<file path="src/rtl/device_fifo.sv">
// Per-device transmit FIFO feeding the shared bus: first-word-fall-through head,
// occupancy count, full flag and a sticky overflow error.
module device_fifo #(
  parameter int WIDTH = 16,
  parameter int DEPTH = 8,
  parameter int CNT_W = $clog2(DEPTH + 1)
) (
  input  logic             clk_i,
  input  logic             rst_ni,
  input  logic             push_i,
  input  logic [WIDTH-1:0] D_push_i,
  input  logic             pop_i,
  output logic [WIDTH-1:0] D_pop_o,
  output logic             pndng_o,
  output logic             full_o,
  output logic [CNT_W-1:0] count_o,
  output logic             overflow_o,
  input  logic             clr_ovf_i
);

  localparam int PTR_W = $clog2(DEPTH);
  localparam logic [CNT_W-1:0] FULL_CNT = CNT_W'(DEPTH);

  logic [WIDTH-1:0] mem_q [DEPTH];
  logic [PTR_W-1:0] rd_ptr_q, rd_ptr_d;
  logic [PTR_W-1:0] wr_ptr_q, wr_ptr_d;
  logic [CNT_W-1:0] count_q, count_d;
  logic             overflow_q, overflow_d;
  logic             do_push, do_pop;

  assign pndng_o    = (count_q != '0);
  assign full_o     = (count_q == FULL_CNT);
  assign count_o    = count_q;
  assign overflow_o = overflow_q;
  assign D_pop_o    = pndng_o ? mem_q[rd_ptr_q] : '0;

  // A pop frees a slot in the same cycle, so a push at full is accepted alongside it.
  assign do_pop  = pop_i & pndng_o;
  assign do_push = push_i & (~full_o | do_pop);

  always_comb begin
    rd_ptr_d   = rd_ptr_q;
    wr_ptr_d   = wr_ptr_q;
    count_d    = count_q;
    overflow_d = overflow_q;
    if (do_pop)  rd_ptr_d = rd_ptr_q + 1'b1;
    if (do_push) wr_ptr_d = wr_ptr_q + 1'b1;
    if (do_push && !do_pop)      count_d = count_q + 1'b1;
    else if (do_pop && !do_push) count_d = count_q - 1'b1;
    // Setting wins over clearing so a drop in the clearing cycle is never lost.
    if (push_i && !do_push) overflow_d = 1'b1;
    else if (clr_ovf_i)     overflow_d = 1'b0;
  end

  always_ff @(posedge clk_i or negedge rst_ni) begin
    if (!rst_ni) begin
      rd_ptr_q   <= '0;
      wr_ptr_q   <= '0;
      count_q    <= '0;
      overflow_q <= 1'b0;
    end else begin
      rd_ptr_q   <= rd_ptr_d;
      wr_ptr_q   <= wr_ptr_d;
      count_q    <= count_d;
      overflow_q <= overflow_d;
    end
  end

  // Storage is not reset; stale contents are hidden by the D_pop gating.
  always_ff @(posedge clk_i) begin
    if (do_push) mem_q[wr_ptr_q] <= D_push_i;
  end

endmodule
</file>
<file path="config.mk">
export PLATFORM = sky130hd
export DESIGN_NAME = device_fifo
export DESIGN_NICKNAME = d
export VERILOG_FILES = /design/src/rtl/device_fifo.sv
export SDC_FILE = /design/constraint.sdc
export NUM_CORES = 1
export LEC_CHECK = 0
export CORE_MARGIN = 2
export CORE_UTILIZATION = 43
export CTS_BUF_LIST = sky130_fd_sc_hd__clkbuf_8
export DETAILED_ROUTE_END_ITERATION = 12
export GPL_TIMING_DRIVEN = 0
export SYNTH_ARGS = -nofsm -noshare
export SYNTH_HDL_FRONTEND = slang
export SYNTH_SLANG_ARGS = --single-unit
</file>
<file path="constraint.sdc">
create_clock -name clk_i -period 6.2 [get_ports clk_i]
set_input_delay 0.62 -clock clk_i [delete_from_list [all_inputs] [get_ports clk_i]]
set_output_delay 0.62 -clock clk_i [all_outputs]
set_load 0.1 [all_outputs]
</file>
==> out/qor.yml <==
fp.dieH_um: 117
cts_setup_buffers: 0
drv_slew: 0
cts_max_path_buffers: 2
cp.required_ps: 5580
setup_viol: 0
cp_data_arrival_time_ps: 3400
startpoint_type: "flip-flop"
synth_nets: 285
dp_hpwl_um: 6920
numClockSinks: 139
netlist_area_um2: 5500
cts_max_level: 4
antenna_found_initial: 0
hold_class: "flip-flop to flip-flop"
grt_pass1_wl_um: 16000
path_max_fanout: 10
period_minus_slack_ps: 4020
max_cap_violations: 0
die_area_um2: 13700
final_cell_mix: "128 x edfxtp_1, 43 x clkdlybuf4s50_1, 32 x mux4_2, 17 x clkbuf_8, 16 x a22o_1"
track_usage_pct: 17.1
initialDrtViolationCount: 259
ys_top_cells_by_area: "edfxtp_1 70%, mux4_2 13%, dfrtp_1 5.0%"
route.detailed.drc: 0
cts_tree: "yes"
viasPerCell: 5.30
cts_hold_buf: 0
insertion_delay_ps: 450
wl_per_cell_um: 20.5
cp-end-kind: "primary output"
port_buffers: 43
hold_viol: 0
final_common_cell: "edfxtp_1"
place_congestion: 0.660
chipWidth_um: 117
fill_cells: 1021
wl_um: 10600
vias: 2737
finClkSkew_ps: 5.79
grt_pass1_vias: 2795
synth_top_area_share_pct: 69.8
synthCells: 258
grt_max_degree: 17
dr.pass1.iters: 4
cts_root_buf: "clkbuf_8"
ant_nets: 0
area_delta_synth_final_pct: 21.4
cts_inserted_buffers: 17
initial_core_util_pct: 43.8
syn_avg_cell_area_um2: 21.3
drive_gt1_share_pct: 25.9
yosys.area.top_type: "edfxtp_1"
fp-row-count: 41
pre_cts_ws_ps: 2580
finalCritPeriodShare_pct: 64.8
holdWs_ps: 504
timing.fmax_mhz: 249
antenna_cells: 0
layout_setup_ws_ps: 2180
ios: 44
outcome: "completed"
tightest_slew_ps: 1010
rsz0062_at_grt: "false"
setup.worst_path.class: "flip-flop to primary output"
seq_area_frac_synth_pct: 74.9
synth_warnings: 0
clk_pin_slew_ps: 70
cts.repair.resized: 0
synth_cell_types: 34
fp.coreArea_um2: 12600
nets: 358
regToRegSetupSlack_ps: 2980
finalSetupTns_ps: 0
synth-seq-cells: 139
slew_headroom_pct: 32.5
grt_overflow: 0
==> final timing paths <==
check,startpoint,depth (start not counted),end
worst max-delay path,rd_ptr_q[1],5,D_pop_o[5]
worst min-delay path,rd_ptr_q[2],1,rd_ptr_q[2]
worst max register to register,count_o[0],10,count_o[3]
worst min register to register,rd_ptr_q[2],1,rd_ptr_q[2]
max in group asynchronous,rst_ni,1,wr_ptr_q[2]
min in group asynchronous,rst_ni,1,rd_ptr_q[0]
==> synthesized netlist by cell type <==
cell / n
a2111o_1: 1
a21oi_1: 2
a22o_1: 16
and2_4: 1
buf_2: 3
buf_6: 4
buf_8: 1
clkbuf_1: 7
dfrtp_1: 11
edfxtp_1: 128
fa_1: 1
ha_1: 5
inv_1: 5
mux2_1: 1
mux2_2: 2
mux2i_1: 1
mux4_2: 32
nand2_1: 4
nand2b_1: 2
nand3_1: 3
nand3b_1: 1
nor2_1: 3
nor2b_1: 1
nor3_1: 5
nor4_1: 1
o211ai_1: 4
o21ai_0: 1
o21ai_4: 1
o32ai_1: 1
or3_1: 1
or4_1: 1
or4_4: 1
or4b_1: 1
xnor2_1: 6
==> flip-flops by register name (all words and copies together), names as in the netlist <==
name and count:
rd_ptr_q 3, wr_ptr_q 3, mem_q 128, overflow_o 1
count_o 4
==> metrics by stage <==
step	cell area (um^2)	util, %	cells
after floorplan	5500	-	258
after global placement	6150	48.9	473
after detailed placement	6330	50.4	484
after CTS	6680	53.2	516
after global routing	6680	53.2	516
final	6680	53.2	516
==> metal layers <==
layer	part of all wire, %	GRT usage (%)
met1	48	24.3
met2	45	24.6
met3	4.7	5.51
met4	1.8	6.90
met5	0	0
==> cell type report <==
| type | count | area [um^2] | area share (%) |
|---|---|---|---|
| Inverter | 5 | 18.8 | 0.281 |
| Multi-Input combinational cell | 99 | 1300 | 19.4 |
| Clock inverter | 15 | 116 | 1.74 |
| Buffer | 15 | 101 | 1.52 |
| Tap cell | 172 | 215 | 3.22 |
| Clock buffer | 17 | 234 | 3.50 |
| Timing Repair Buffer | 54 | 578 | 8.65 |
| Sequential cell | 139 | 4120 | 61.7 |
==> critical path, stage by stage, from the launching register on <==
cell and delay, ps:
dfrtp_1 350, clkbuf_1 290, clkbuf_1 650, mux4_2 340, a22o_1 170, clkdlybuf4s50_1 1150
==> cell families after synthesis <==
group	after synthesis	synth area share, %
flip-flops	139	74.9
multiplexers	36	13.9
AO/OA/AOI/OAI	26	4.02
AND/OR/NAND/NOR	25	2.59
buffers and inverters	20	2.18
XOR/XNOR	6	0.955
adder cells (fa/ha/maj)	6	1.50
Power is not shown: default switching activity piles up to over one toggle a cycle in this logic, so the estimate is an artifact.
